**src/rtl/stopwatch_if.sv**
```systemverilog
// Signal bundle between the button/tick front end and the stopwatch controller.
// Every input is a one-cycle strobe except fast (a level); no back-pressure, every strobe is consumed.
interface stopwatch_if #(
  parameter int CNT_BIT  = 32,
  parameter int SEC_BIT  = 6,
  parameter int MIN_BIT  = 6,
  parameter int HOUR_BIT = 5
);
  logic                start_stop;
  logic                clear;
  logic                lap;
  logic                fast;
  logic                sec_tick;
  logic                run_en;
  logic [CNT_BIT-1:0]  cnt_th;
  logic [SEC_BIT-1:0]  sec;
  logic [MIN_BIT-1:0]  min;
  logic [HOUR_BIT-1:0] hour;
  logic [SEC_BIT-1:0]  lap_sec;
  logic [MIN_BIT-1:0]  lap_min;
  logic [HOUR_BIT-1:0] lap_hour;
  logic                lap_valid;
  logic [1:0]          state;

  modport master (
    output start_stop, clear, lap, fast, sec_tick,
    input  run_en, cnt_th, sec, min, hour, lap_sec, lap_min, lap_hour, lap_valid, state
  );

  modport slave (
    input  start_stop, clear, lap, fast, sec_tick,
    output run_en, cnt_th, sec, min, hour, lap_sec, lap_min, lap_hour, lap_valid, state
  );
endinterface

```
**src/rtl/stopwatch_ctrl.sv**
```systemverilog
// Run/pause/clear controller: drives the seconds tick generator and keeps
// hh:mm:ss plus a lap snapshot. All outputs come straight from registers.
module stopwatch_ctrl #(
  parameter int CNT_BIT   = 32,
  parameter int SEC_BIT   = 6,
  parameter int MIN_BIT   = 6,
  parameter int HOUR_BIT  = 5,
  parameter int P_CNT_TH  = 100_000_000,
  parameter int P_FAST_TH = 1_000_000
) (
  input logic       clk,
  input logic       reset_n,
  stopwatch_if.slave bus
);

  typedef enum logic [1:0] {
    IDLE  = 2'd0,
    RUN   = 2'd1,
    PAUSE = 2'd2
  } state_t;

  state_t              state_q, state_d;
  logic                zero_d;
  logic                run_en_q, run_en_d;
  logic                fast_q;
  logic [CNT_BIT-1:0]  cnt_th_q, cnt_th_d;
  logic [SEC_BIT-1:0]  sec_q, sec_d, lap_sec_q, lap_sec_d;
  logic [MIN_BIT-1:0]  min_q, min_d, lap_min_q, lap_min_d;
  logic [HOUR_BIT-1:0] hour_q, hour_d, lap_hour_q, lap_hour_d;
  logic                lap_valid_q, lap_valid_d;
  logic                tick_ok, lap_ok, fast_chg;

  assign tick_ok  = (state_q == RUN) && bus.sec_tick;
  assign lap_ok   = (state_q == RUN) && bus.lap;
  assign fast_chg = (state_q == RUN) && (bus.fast != fast_q);

  // Clear outranks start_stop outside RUN; inside RUN clear is never honoured.
  always_comb begin
    state_d = state_q;
    zero_d  = 1'b0;
    case (state_q)
      IDLE: begin
        if (bus.clear)           zero_d  = 1'b1;
        else if (bus.start_stop) state_d = RUN;
      end
      RUN: begin
        if (bus.start_stop) state_d = PAUSE;
      end
      PAUSE: begin
        if (bus.clear) begin
          zero_d  = 1'b1;
          state_d = IDLE;
        end else if (bus.start_stop) begin
          state_d = RUN;
        end
      end
      default: state_d = IDLE;
    endcase
  end

  // Dropping run_en for one cycle on a fast change restarts the generator count.
  always_comb begin
    run_en_d = (state_d == RUN) && !fast_chg;
    cnt_th_d = bus.fast ? CNT_BIT'(P_FAST_TH) : CNT_BIT'(P_CNT_TH);
  end

  always_comb begin
    sec_d  = sec_q;
    min_d  = min_q;
    hour_d = hour_q;
    if (zero_d) begin
      sec_d  = '0;
      min_d  = '0;
      hour_d = '0;
    end else if (tick_ok) begin
      if (sec_q == SEC_BIT'(59)) begin
        sec_d = '0;
        if (min_q == MIN_BIT'(59)) begin
          min_d  = '0;
          hour_d = (hour_q == HOUR_BIT'(23)) ? '0 : hour_q + HOUR_BIT'(1);
        end else begin
          min_d = min_q + MIN_BIT'(1);
        end
      end else begin
        sec_d = sec_q + SEC_BIT'(1);
      end
    end
  end

  // Lap captures the registered (pre-increment) time.
  always_comb begin
    lap_sec_d   = lap_sec_q;
    lap_min_d   = lap_min_q;
    lap_hour_d  = lap_hour_q;
    lap_valid_d = lap_valid_q;
    if (zero_d) begin
      lap_sec_d   = '0;
      lap_min_d   = '0;
      lap_hour_d  = '0;
      lap_valid_d = 1'b0;
    end else if (lap_ok) begin
      lap_sec_d   = sec_q;
      lap_min_d   = min_q;
      lap_hour_d  = hour_q;
      lap_valid_d = 1'b1;
    end
  end

  always_ff @(posedge clk or negedge reset_n) begin
    if (!reset_n) begin
      state_q     <= IDLE;
      run_en_q    <= 1'b0;
      fast_q      <= 1'b0;
      cnt_th_q    <= CNT_BIT'(P_CNT_TH);
      sec_q       <= '0;
      min_q       <= '0;
      hour_q      <= '0;
      lap_sec_q   <= '0;
      lap_min_q   <= '0;
      lap_hour_q  <= '0;
      lap_valid_q <= 1'b0;
    end else begin
      state_q     <= state_d;
      run_en_q    <= run_en_d;
      fast_q      <= bus.fast;
      cnt_th_q    <= cnt_th_d;
      sec_q       <= sec_d;
      min_q       <= min_d;
      hour_q      <= hour_d;
      lap_sec_q   <= lap_sec_d;
      lap_min_q   <= lap_min_d;
      lap_hour_q  <= lap_hour_d;
      lap_valid_q <= lap_valid_d;
    end
  end

  assign bus.state     = state_q;
  assign bus.run_en    = run_en_q;
  assign bus.cnt_th    = cnt_th_q;
  assign bus.sec       = sec_q;
  assign bus.min       = min_q;
  assign bus.hour      = hour_q;
  assign bus.lap_sec   = lap_sec_q;
  assign bus.lap_min   = lap_min_q;
  assign bus.lap_hour  = lap_hour_q;
  assign bus.lap_valid = lap_valid_q;

endmodule

```
**src/flat_wrapper.sv**
```systemverilog
// flat-port wrapper written by rule: the top's interface ports become plain ports
module stopwatch_ctrl_flat 
#(
  parameter int CNT_BIT   = 32,
  parameter int SEC_BIT   = 6,
  parameter int MIN_BIT   = 6,
  parameter int HOUR_BIT  = 5,
  parameter int P_CNT_TH  = 100_000_000,
  parameter int P_FAST_TH = 1_000_000
)
  (clk, reset_n, bus_start_stop, bus_clear, bus_lap, bus_fast, bus_sec_tick, bus_run_en, bus_cnt_th, bus_sec, bus_min, bus_hour, bus_lap_sec, bus_lap_min, bus_lap_hour, bus_lap_valid, bus_state);
  stopwatch_if #(.CNT_BIT(CNT_BIT), .SEC_BIT(SEC_BIT), .MIN_BIT(MIN_BIT), .HOUR_BIT(HOUR_BIT)) bus_i ();
  input logic clk;
  input logic reset_n;
  input wire logic [$bits(bus_i.start_stop)-1:0] bus_start_stop;
  input wire logic [$bits(bus_i.clear)-1:0] bus_clear;
  input wire logic [$bits(bus_i.lap)-1:0] bus_lap;
  input wire logic [$bits(bus_i.fast)-1:0] bus_fast;
  input wire logic [$bits(bus_i.sec_tick)-1:0] bus_sec_tick;
  output wire logic [$bits(bus_i.run_en)-1:0] bus_run_en;
  output wire logic [$bits(bus_i.cnt_th)-1:0] bus_cnt_th;
  output wire logic [$bits(bus_i.sec)-1:0] bus_sec;
  output wire logic [$bits(bus_i.min)-1:0] bus_min;
  output wire logic [$bits(bus_i.hour)-1:0] bus_hour;
  output wire logic [$bits(bus_i.lap_sec)-1:0] bus_lap_sec;
  output wire logic [$bits(bus_i.lap_min)-1:0] bus_lap_min;
  output wire logic [$bits(bus_i.lap_hour)-1:0] bus_lap_hour;
  output wire logic [$bits(bus_i.lap_valid)-1:0] bus_lap_valid;
  output wire logic [$bits(bus_i.state)-1:0] bus_state;
  assign bus_i.start_stop = bus_start_stop;
  assign bus_i.clear = bus_clear;
  assign bus_i.lap = bus_lap;
  assign bus_i.fast = bus_fast;
  assign bus_i.sec_tick = bus_sec_tick;
  assign bus_run_en = bus_i.run_en;
  assign bus_cnt_th = bus_i.cnt_th;
  assign bus_sec = bus_i.sec;
  assign bus_min = bus_i.min;
  assign bus_hour = bus_i.hour;
  assign bus_lap_sec = bus_i.lap_sec;
  assign bus_lap_min = bus_i.lap_min;
  assign bus_lap_hour = bus_i.lap_hour;
  assign bus_lap_valid = bus_i.lap_valid;
  assign bus_state = bus_i.state;
  stopwatch_ctrl #(.CNT_BIT(CNT_BIT), .SEC_BIT(SEC_BIT), .MIN_BIT(MIN_BIT), .HOUR_BIT(HOUR_BIT), .P_CNT_TH(P_CNT_TH), .P_FAST_TH(P_FAST_TH)) u_core (.clk(clk), .reset_n(reset_n), .bus(bus_i));
endmodule
```
**config.mk**
```make
export PLATFORM = sky130hd
export DESIGN_NAME = stopwatch_ctrl_flat
export DESIGN_NICKNAME = d
export VERILOG_FILES = /design/src/rtl/stopwatch_if.sv /design/src/rtl/stopwatch_ctrl.sv /design/src/flat_wrapper.sv
export SDC_FILE = /design/constraint.sdc
export NUM_CORES = 1
export LEC_CHECK = 0
export ABC_AREA = 1
export BUFFER_PORTS_ARGS = -buffer_cell sky130_fd_sc_hd__buf_4
export CORE_UTILIZATION = 40
export DETAILED_ROUTE_END_ITERATION = 6
export PLACE_DENSITY = 0.67
export REMOVE_ABC_BUFFERS = 1
export SKIP_LAST_GASP = 1
export SYNTH_ARGS = -nofsm -noshare
export SYNTH_HDL_FRONTEND = slang
export SYNTH_SLANG_ARGS = --single-unit
```
**constraint.sdc**
```tcl
create_clock -name clk -period 1.61 [get_ports clk]
set_input_delay 0.322 -clock clk [delete_from_list [all_inputs] [get_ports clk]]
set_output_delay 0.322 -clock clk [all_outputs]
set_load 0.02 [all_outputs]
```
* Word-level counts from Yosys, hierarchy flattened
Cells that the tools add are included.
Word-level totals: register bits 71, bits in latches 0, bits in writable memories 0, memory bits (read-only) 0, input bits 7, output and inout port bits 70, logic and storage cells 62, memories 0
Cells by class: add/subtract/negate cells 3, multiply operators 0, divide/modulo/power cells 0, order comparisons 0, equal/unequal tests 7, shift-type cells 0, multiplexer cells 28, bitwise logic cells 0, reductions and logical operators 13
Operators with widths (number):
- 6-bit two-way mux | 11
- 5-bit two-way mux | 7
- 27-bit two-way mux | 1
- 6-bit by 1-bit adder with 6-bit output, second input constant | 2
- 6-bit equality test, second input constant | 2
- 2-bit two-way mux | 4
- 2-bit nonzero test | 4
- 2-bit one-hot mux with 3 select lines | 1
- 5-bit by 1-bit adder with 5-bit output, second input constant | 1
- 5-bit equality test, second input constant | 1
- 2-bit by 1-bit equality test with 1-bit output, second input constant | 2
- 1-bit logical AND | 4
- 1-bit two-way mux | 4
- 3-bit AND reduction | 1
- 2-bit equality test, second input constant | 1
- 2-bit logical NOT | 1
- 2-bit AND reduction | 1
- 2-bit OR reduction | 1
- 1-bit logical NOT | 1
- 1-bit inequality test | 1

* Depth between registers and ports, before layout
Gate-level depths: netlist of the first run.
depth after elaboration 6, mapped depth 9

* Worst setup path before layout of the first run
No wires, ideal clock.
kind register -> register, from register u_core.min_q[1] (netlist: u_core.bus.min[1]), to register u_core.hour_q[4] (netlist: u_core.bus.hour[4]), setup time 0.127 ns, arrival time 1.322 ns, data required time 1.483 ns, path slack 0.162 ns, cell stages (with the launch flop) 7, clock period less this slack 1.448 ns, cells stage by stage dfrtp_1 -> ha_1 -> nand3_1 -> o21ai_2 -> inv_1 -> nor2_2 -> o21ai_0
On the way: word-level cells in the longest chain between the ends 3
RTL lines:
- start: declaration | RTL line stopwatch_ctrl.sv:28 | logic [MIN_BIT-1:0] min_q, min_d, lap_min_q, lap_min_d;
- start signal: assignment | RTL line stopwatch_ctrl.sv:128 | min_q <= min_d;
- 6-bit equality test | RTL line stopwatch_ctrl.sv:78 | if (min_q == MIN_BIT'(59)) begin
- 2-bit nonzero test (no source line)
- 3-bit AND reduction (no source line)
- end signal: assignment | RTL line stopwatch_ctrl.sv:129 | hour_q <= hour_d;
- end: declaration | RTL line stopwatch_ctrl.sv:29 | logic [HOUR_BIT-1:0] hour_q, hour_d, lap_hour_q, lap_hour_d;
No other way between the ends. A chain may end at the register's enable or synchronous reset.

* Final worst setup path of the first run
from register u_core.min_q[0] (netlist: u_core.bus.min[0]), to register u_core.hour_q[4] (netlist: u_core.bus.hour[4])
Same word-level chain as after synthesis.

==> run_results.csv, run 1 <==
group,metric,value,unit
timing,period_needed,1.42,ns
setup_path,cp_cell_sequence,"ha_1, nand3_1, o21ai_2, inv_1, nor2_2, nand2_1, o21ai_0",
cells_and_area,antenna_cells,0,
setup_path,arrival,1.64,ns
power_and_ir_drop,totalPowerFinal,3.69,mW
setup_path,cp_num_buf_inv,1,
clock_network,clk_latency,0.29,ns
cells_and_area,design_area,2600,um^2
grt,overflow,0,
clock_network,post_cts_resized,0,
grt,first_global_vias,1497,
timing,setup_tns,0,ns
grt,grt_max_degree,41,
setup_path,cp_top_family,"flip-flops",
power_and_ir_drop,irDropWorstVdd,651,uV
routing,wire_per_inst,11.2,um
clock_network,clockBufferDepth,2,
job,drv_cap,0,
routing,ant_nets,0,
cells_and_area,final_common_cell,"buf_4",
setup_path,path_class,"reg2reg",
floorplanning,pin_count,77,
run_status,outcome,"finished with violations",
power_and_ir_drop,cellPowerDensity,1420,nW/um^2
floorplanning,core,5140,um^2
setup_path,crit_path_top_delay_cell,"dfrtp_1",
floorplanning,die_y,75.3,um
clock_network,postCtsHoldBufs,0,
floorplanning,rows,26,
routing,drtIter0Drc,122,
routing,drt_wl_total,4110,um
placement,post_dp_cell_area,2490,um^2
cells_and_area,drive_above_1_share,0.283,
synthesis,synth_area_per_cell,8.67,um^2
power_and_ir_drop,combPwrFrac,0.385,
synthesis,synth_flop_cell,"dfrtp_1",
timing,setup-violations-final,0,
placement,port_buffers,57,
routing,drt_pass1_iterations,4,
cells_and_area,nets,306,
min_path,min_path_type,"in2async",
synthesis,seq_area_frac_synth,0.466,
synthesis,ys_warn_count,0,
setup_path,start_kind,"flop",
placement,place_congestion,0.830,
routing,top_layer,"met4",
power_and_ir_drop,switchingPower,1.45,mW
power_and_ir_drop,power_frac_seq,0.397,
setup_path,slowest_delay,0.42,ns
setup_path,path_depth,7,
setup_path,reg2reg_depth,7,
grt,grt_usage,0.160,
setup_path,path_max_fanout,5,
routing,route.met3.wl,201,um
clock_network,htreeDepth,2,
floorplanning,die_w,75.3,um
floorplanning,die_area,5670,um^2
setup_path,cp_data_required_time,1.83,ns
routing,via_per_inst,4.56,
floorplanning,start_util,0.418,
run_status,violations,"hold timing",
synthesis,post_synth_num_cell_types,28,
grt,antenna_found_initial,0,
placement,place_ws,0.180,ns
synthesis,syn_inst,248,
power_and_ir_drop,p_int,2.24,mW
clock_network,cts_tree,"done",
setup_path,end_kind,"flop",
timing,rsz0062_at_grt,"no",
synthesis,synth_edf_count,0,
cells_and_area,final_cell_mix,"buf_4, dfrtp_1, nand2_1",
cells_and_area,nFillCells,510,
timing,worst_slack,0.186,ns
routing,drc_errors,0,
timing,clock_skew,0.00534,ns
routing,wl_met1,1950,um
placement,hpwlAfterDp,3090,um
timing,slew_viol_final,0,
clock_network,clk_pin_slew_worst_paths,0.08,ns
clock_network,postCtsSetupBuffers,0,
clock_network,cts_root_buf,"clkbuf_8",
routing,vias,1675,
clock_network,clkSinkCount,40,
power_and_ir_drop,swShare,0.393,
routing,met2_length,1870,um
timing,hold_viol,15,
cells_and_area,syn_to_final_growth,20.9,%
timing,holdWs,-0.0188,ns
grt,grt_pass1_wl,6750,um
timing,post-route-period-util,0.884,
synthesis,synth-async-reset-ratio,1.00,
power_and_ir_drop,power.leakage,1.33,nW
timing,clock.fmax,0.702,GHz
power_and_ir_drop,clkPwrFrac,0.218,
synthesis,ys_seq_elements,40,
clock_network,cts_made_buffers,5,
synthesis,syn_area,2150,um^2
-- power groups by stage --
stage                     Sequential [mW]  Combinational (mW)  Clock (mW)
after global routing                 1.50                1.57       0.858
after detailed placement             1.49                1.43           0
final                                1.46                1.42       0.804
after floorplan                      1.75               0.549           0
after CTS                            1.46                1.43       0.820
after global placement               1.48                1.42           0
-- logic make-up (layout without fill, tap and decap cells) --
logic type                 Yosys count  after routing  synth area share
AOI/OAI and AO/OA                   36             36            0.0920
other                                2             19           0.00349
DFF                                 40             40             0.466
adders and majority gates            3              3            0.0175
buffers and inverters               62             94             0.169
xor gates and xnor gates             3              3            0.0122
and+or+nand+nor                    102            102             0.239
-- registers in the layout (all words and copies together), names as in the netlist --
register	cells
u_core.bus.lap_min	6
u_core.bus.cnt_th	2
u_core.bus.hour	5
u_core.bus.lap_sec	6
u_core.bus.state	2
u_core.bus.lap_valid	1
u_core.bus.lap_hour	5
u_core.bus.sec	6
u_core.bus.min	6
u_core.bus.run_en	1
-- stage by stage --
stage,cells,util
2_1_floorplan,228,-
3_3_place_gp,359,0.485
3_5_place_dp,359,0.485
4_1_cts,367,0.506
5_1_grt,367,0.506
6_report,367,0.506
-- cell usage after synthesis (3+ instances only) --
library cell | n | share of area
a21oi_1 | 6 | 0.014
buf_2 | 4 | 0.0093
buf_4 | 31 | 0.11
dfrtp_1 | 39 | 0.45
ha_1 | 3 | 0.017
inv_1 | 23 | 0.040
nand2_1 | 38 | 0.066
nand2_4 | 3 | 0.016
nand3_1 | 30 | 0.070
nand4_1 | 5 | 0.015
nor2_1 | 16 | 0.028
nor3_1 | 4 | 0.0093
o21ai_0 | 21 | 0.049
o21ai_1 | 3 | 0.0070
o21ai_2 | 4 | 0.016
xor2_1 | 3 | 0.012
-- final timing paths --
kind | slack [ns] | startpoint | endpoint
min in group clk | 0.16 | bus_fast | u_core.bus.cnt_th[19]
worst max register to register | 0.19 | u_core.bus.min[0] | u_core.bus.hour[4]
worst min register to register | 0.49 | u_core.bus.lap_valid | u_core.bus.lap_valid
worst min-delay path | -0.02 | reset_n | u_core.bus.lap_hour[2]
max in group asynchronous | 1.25 | reset_n | u_core.bus.cnt_th[24]
worst max-delay path | 0.19 | u_core.bus.min[0] | u_core.bus.hour[4]
-- area by class of cell --
class | count | area (um^2) | area share
sequential | 40 | 1000 | 0.386
clock inverter | 2 | 35.0 | 0.0135
clock buffer | 6 | 72.6 | 0.0279
timing repair buffer | 61 | 458 | 0.176
tap | 70 | 87.6 | 0.0337
inverter | 25 | 96.3 | 0.0371
multi-input combinational | 163 | 847 | 0.326
-- metal layers --
layer  track usage  up-vias
li1              -      853
met1         0.201      762
met2         0.265       50
met3        0.0370       10
met4        0.0679        0
met5             0        -
No activity file was read; power rests on OpenSTA's default activity.
==> inputs of run 2 (changes only) <==
--- a/config.mk
+++ b/config.mk
@@ -5,7 +5,6 @@
 export SDC_FILE = /design/constraint.sdc
 export NUM_CORES = 1
 export LEC_CHECK = 0
-export ABC_AREA = 1
 export BUFFER_PORTS_ARGS = -buffer_cell sky130_fd_sc_hd__buf_4
 export CORE_UTILIZATION = 40
 export DETAILED_ROUTE_END_ITERATION = 6
==> run 2 against run 1 <==
Compared with the run above: the run ends with hold timing, setup timing left; final area increased by 9.0%; highest routed layer unchanged; flip-flop and latch count did not move; largest power group unchanged; critical path depth down 1; combinational power fell by 50%; via count up 8.5%.
==> run_results.csv, run 2 <==
group,metric,value,unit
setup_path,arrival,1.94,ns
run_status,violations,"hold timing, setup timing",
clock_network,cts_made_buffers,5,
timing,post-route-period-util,1.07,
setup_path,start_kind,"flop",
routing,ant_nets,0,
clock_network,clk_pin_slew_worst_paths,0.08,ns
synthesis,synth_area_leader_cell,"dfrtp_1",
synthesis,syn_area,2090,um^2
floorplanning,die_area,5510,um^2
timing,clock.fmax,0.583,GHz
timing,period_needed,1.71,ns
cells_and_area,final_common_cell,"buf_4",
placement,place_congestion,0.813,
clock_network,clockBufferDepth,2,
synthesis,synth_top_area_frac,0.468,
synthesis,synth_area_per_cell,9.03,um^2
floorplanning,pin_count,77,
routing,drc_errors,0,
floorplanning,die_y,74.2,um
setup_path,path_max_fanout,6,
timing,slew_viol_final,0,
routing,via_per_inst,4.86,
routing,wire_per_inst,12.9,um
synthesis,synth-async-reset-ratio,1.00,
timing,worst_slack,-0.105,ns
placement,hpwlAfterDp,3420,um
grt,overflow,0,
timing,hold_viol,17,
timing,rsz0062_at_grt,"yes",
clock_network,clk_latency,0.30,ns
timing,setup_tns,-0.405,ns
cells_and_area,drive_above_1_share,0.371,
synthesis,synth_most_common_cell,"nand2_1",
routing,vias,1818,
clock_network,cts_tree,"done",
clock_network,postCtsHoldBufs,0,
synthesis,ys_seq_elements,40,
clock_network,clkSinkCount,40,
power_and_ir_drop,power.leakage,1.47,nW
synthesis,netlist_top_cells_count,"nand2_1, dfrtp_1, buf_4",
job,drv_cap,0,
floorplanning,die_w,74.2,um
setup_path,cp_data_required_time,1.84,ns
power_and_ir_drop,irDropWorstVdd,631,uV
cells_and_area,antenna_cells,0,
floorplanning,rows,25,
synthesis,seq_area_frac_synth,0.481,
grt,first_global_vias,1617,
power_and_ir_drop,cellPowerDensity,961,nW/um^2
placement,port_buffers,57,
grt,grt_pass1_wl,7660,um
clock_network,cts_root_buf,"clkbuf_8",
timing,setup-violations-final,7,
clock_network,postCtsSetupBuffers,0,
routing,drt_pass1_iterations,4,
routing,drt_wl_total,4840,um
timing,clock_skew,0.00659,ns
timing,holdWs,-0.00959,ns
clock_network,htreeDepth,2,
routing,drtIter0Drc,142,
synthesis,post_synth_num_cell_types,37,
cells_and_area,syn_to_final_growth,35.8,%
timing,worst_pin_slew,0.507,ns
synthesis,synth_flop_cell,"dfrtp_1",
cells_and_area,final_cell_mix,"buf_4, nand2_1, dfrtp_1",
grt,grt_max_degree,41,
timing,slew_headroom,0.662,
run_status,outcome,"finished with violations",
synthesis,synth_edf_count,0,
synthesis,syn_inst,231,
cells_and_area,nets,316,
synthesis,ys_warn_count,0,
grt,grt_usage,0.189,
setup_path,path_class,"reg2reg",
cells_and_area,nFillCells,460,
min_path,min_path_type,"in2async",
floorplanning,start_util,0.427,
cells_and_area,post-route-util,0.581,
synthesis,ys_top_cells_by_area,"dfrtp_1, buf_4, nand2_1",
setup_path,end_kind,"flop",
floorplanning,core,4880,um^2
grt,antenna_found_initial,0,
==> run 2: changes by cell type in the layout (fill, tap and decap cells not counted), sizes merged, moves of 4 or more <==
cell / change
nor2: -13
buf: +31
inv: -20
nand2: +7
nand3: -6
o21ai: -15
nand4: -4
or4: +4
==> run 2: cell families after synthesis <==
logic type                 after synthesis  synth area share
and+or+nand+nor                        104             0.245
buffers and inverters                   46             0.142
DFF                                     40             0.481
AOI/OAI and AO/OA                       30            0.0834
adders and majority gates                3            0.0180
xor gates and xnor gates                 3            0.0126
muxes                                    3            0.0150
other                                    2           0.00360
==> run 2: metal layers <==
metal | GRT usage | share of wire | wire, um
met1 | 0.247 | 0.45 | 2170
met3 | 0.0610 | 0.066 | 318
met4 | 0.0650 | 0.013 | 61
met2 | 0.298 | 0.47 | 2290
met5 | 0 | 0 | 0
==> run 2: through the flow <==
stage | cell area, um^2 | setup slack (ns) | std cells | power, mW
floorplan | 1870 | -0.349 | 207 | 1.47
global placement | 2650 | -0.0235 | 366 | 1.83
detailed placement | 2650 | -0.0725 | 366 | 1.83
CTS | 2810 | -0.101 | 374 | 2.74
global route | 2830 | -0.202 | 374 | 2.86
finish | 2830 | -0.105 | 374 | 2.72
==> run 2: critical path: stages (launching register included) <==
cell and delay [ns]:
dfrtp_1 0.37, ha_2 0.18, and4b_2 0.24, buf_4 0.13, nand3_4 0.09, or4_1 0.51, a21oi_1 0.12
==> run 2: repair_timing <==
item / in CTS / in global routing
setup endpoints to repair: 10 / 11
gates resized for setup: 8 / 6
hold endpoints to repair: 0 / 0
pin swaps: 2 / 1
==> run 2: where the power goes <==
part | total (mW) | switching [mW] | leakage (nW) | internal, mW
clock | 0.902 | 0.355 | 0.0645 | 0.547
combinational | 0.704 | 0.422 | 0.865 | 0.281
sequential | 1.12 | 0.0415 | 0.545 | 1.08
==> run 2: final cells by class <==
| type | count | area (um^2) | area share |
|---|---|---|---|
| timing repair buffer | 92 | 694 | 0.245 |
| tap | 67 | 83.8 | 0.0296 |
| sequential | 40 | 1000 | 0.354 |
| clock inverter | 1 | 30.0 | 0.0106 |
| clock buffer | 7 | 96.3 | 0.0340 |
| multi-input combinational | 162 | 907 | 0.320 |
| inverter | 5 | 18.8 | 0.00663 |
==> run 2: worst paths after layout <==
path,cells after the start,startpoint,slack (ns),endpoint
max,6,u_core.bus.sec[0],-0.10,u_core.bus.hour[0]
min,1,reset_n,-0.01,u_core.bus.sec[0]
max reg2reg,6,u_core.bus.sec[0],-0.10,u_core.bus.hour[0]
min reg2reg,2,u_core.bus.lap_valid,0.49,u_core.bus.lap_valid
max in group asynchronous,1,reset_n,1.26,u_core.bus.cnt_th[24]
min in group clk,2,bus_fast,0.15,u_core.bus.cnt_th[24]
==> inputs of run 3 (changes only) <==
--- a/config.mk
+++ b/config.mk
@@ -6,6 +6,7 @@
 export NUM_CORES = 1
 export LEC_CHECK = 0
 export BUFFER_PORTS_ARGS = -buffer_cell sky130_fd_sc_hd__buf_4
+export CORE_ASPECT_RATIO = 0.7
 export CORE_UTILIZATION = 40
 export DETAILED_ROUTE_END_ITERATION = 6
 export PLACE_DENSITY = 0.67
==> run 3 against run 2 <==
Compared with the run above: the run ends with setup timing left; final area grew 1.4%; first-iteration DRC count shrank 30%; final cell count grew 0.80%; clock power shrank 2%; combinational power grew 4.8%; critical path depth is the same; highest routed layer unchanged.
==> run_results.csv, run 3 (synthesis results as in run 2) <==
group,metric,value,unit
clock_network,cts_tree,"done",
clock_network,clk_latency,0.30,ns
min_path,min_to,"u_core.bus.cnt_th[24]",
timing,post-route-period-util,1.05,
clock_network,cts_root_buf,"clkbuf_8",
routing,drc_errors,0,
grt,antenna_found_initial,0,
power_and_ir_drop,cellPowerDensity,958,nW/um^2
timing,setup_tns,-0.185,ns
routing,wire_per_inst,13.5,um
cells_and_area,nets,317,
timing,clock_skew,0.0122,ns
setup_path,start_kind,"flop",
floorplanning,core,4890,um^2
placement,place_congestion,0.854,
timing,clock.fmax,0.593,GHz
grt,grt_max_degree,41,
placement,post_dp_cell_area,2610,um^2
grt,grt_usage,0.196,
grt,grt_pass1_wl,8120,um
grt,first_global_vias,1602,
min_path,hp-start,"bus_fast",
floorplanning,rows,21,
timing,worst_slack,-0.0777,ns
timing,period_needed,1.69,ns
setup_path,end_kind,"flop",
timing,rsz0062_at_grt,"yes",
setup_path,arrival,1.92,ns
setup_path,path_max_fanout,8,
floorplanning,pin_count,77,
clock_network,clockBufferDepth,2,
run_status,violations,"setup timing",
routing,ant_nets,0,
power_and_ir_drop,power.leakage,1.46,nW
setup_path,reg2reg_setup_slack,-0.08,ns
floorplanning,die_w,88.3,um
cells_and_area,antenna_cells,0,
routing,vias,1798,
clock_network,cts_made_buffers,5,
cells_and_area,drive_above_1_share,0.386,
floorplanning,die_y,62.4,um
run_status,outcome,"finished with violations",
power_and_ir_drop,irDropWorstVdd,493,uV
min_path,min_path_type,"in2reg",
cells_and_area,syn_to_final_growth,37.7,%
timing,slew_viol_final,0,
setup_path,cp_data_required_time,1.84,ns
floorplanning,die_area,5510,um^2
timing,hold_viol,0,
placement,port_buffers,57,
setup_path,path_class,"reg2reg",
cells_and_area,design_area,2870,um^2
grt,overflow,0,
clock_network,clkSinkCount,40,
cells_and_area,final_cell_mix,"buf_4, nand2_1, dfrtp_1",
clock_network,htreeDepth,2,
timing,setup-violations-final,4,
setup_path,timing.rr.end,"u_core.bus.min[4]",
placement,hpwlAfterDp,3680,um
job,drv_cap,0,
setup_path,worstReg2RegStart,"u_core.bus.sec[1]",
setup_path,reg2reg_depth,6,
clock_network,clk_pin_slew_worst_paths,0.08,ns
min_path,hold_path_depth,2,
routing,via_per_inst,4.77,
cells_and_area,final_common_cell,"buf_4",
floorplanning,start_util,0.427,
routing,drt_pass1_iterations,4,
routing,drtIter0Drc,99,
routing,drt_wl_total,5070,um
[run 3: cell count changes in the layout (fill, tap and decap cells not counted), sizes merged]
cell         delta
clkinv          +1
clkbuf          -1
dlygate4sd3     +1
[run 3: final cells by class]
type,instances,area (um^2)
fillers,446,2020
flip-flops and latches,40,1000
multi-input cells,162,926
repair buffers,93,716
well taps,69,86.3
clock buffers,6,82.6
clock inverters,2,38.8
inverters,5,18.8
[run 3: how the worst max path moves through the flow]
stage / startpoint / endpoint / slack (ns) / cells after the start
floorplan: u_core.bus.sec[0] / u_core.bus.min[5] / -0.35 / 5
global placement: u_core.bus.sec[0] / u_core.bus.min[4] / -0.03 / 6
detailed placement: u_core.bus.sec[1] / u_core.bus.min[4] / -0.09 / 6
CTS: u_core.bus.sec[1] / u_core.bus.min[4] / -0.06 / 6
global route: u_core.bus.sec[1] / u_core.bus.min[4] / -0.13 / 6
finish: u_core.bus.sec[1] / u_core.bus.min[4] / -0.08 / 6
[run 3: repair_timing]
| action | in CTS | in global routing |
|---|---|---|
| resized for setup | 4 | 20 |
| setup buffers | 2 | 3 |
| hold endpoints to repair | 6 | 0 |
| setup endpoints to repair | 5 | 24 |
| pin swaps | 5 | 7 |
| hold buffers | 1 | 0 |
[run 3: critical path, stage by stage, from the launching register on]
cell and delay (ns):
dfrtp_1 0.38, ha_2 0.19, and4b_2 0.29, a31oi_4 0.12
buf_6 0.16, or3_4 0.36, a21oi_2 0.11
[run 3: metal layers]
layer	wire, um	share of wire	track usage
met4	93	0.018	0.0786
met3	326	0.064	0.0410
met2	2230	0.44	0.265
met1	2420	0.48	0.300
met5	0	0	0
[run 3: power breakdown]
| part | total [mW] | switching, mW | internal [mW] |
|---|---|---|---|
| Sequential | 1.13 | 0.0505 | 1.07 |
| Combinational | 0.738 | 0.432 | 0.306 |
| Clock | 0.886 | 0.379 | 0.507 |
[run 3: metrics by stage]
step                      hold WS (ns)   util  power (mW)  worst slack, ns  cells
after floorplan                 0.0264      -        1.47           -0.349    207
after detailed placement         0.328  0.534        1.83          -0.0948    363
after global placement           0.331  0.534        1.82          -0.0268    363
final                            0.142  0.588        2.75          -0.0777    377
after global routing             0.135  0.588        2.89           -0.126    377
after CTS                        0.136  0.569        2.73          -0.0615    374
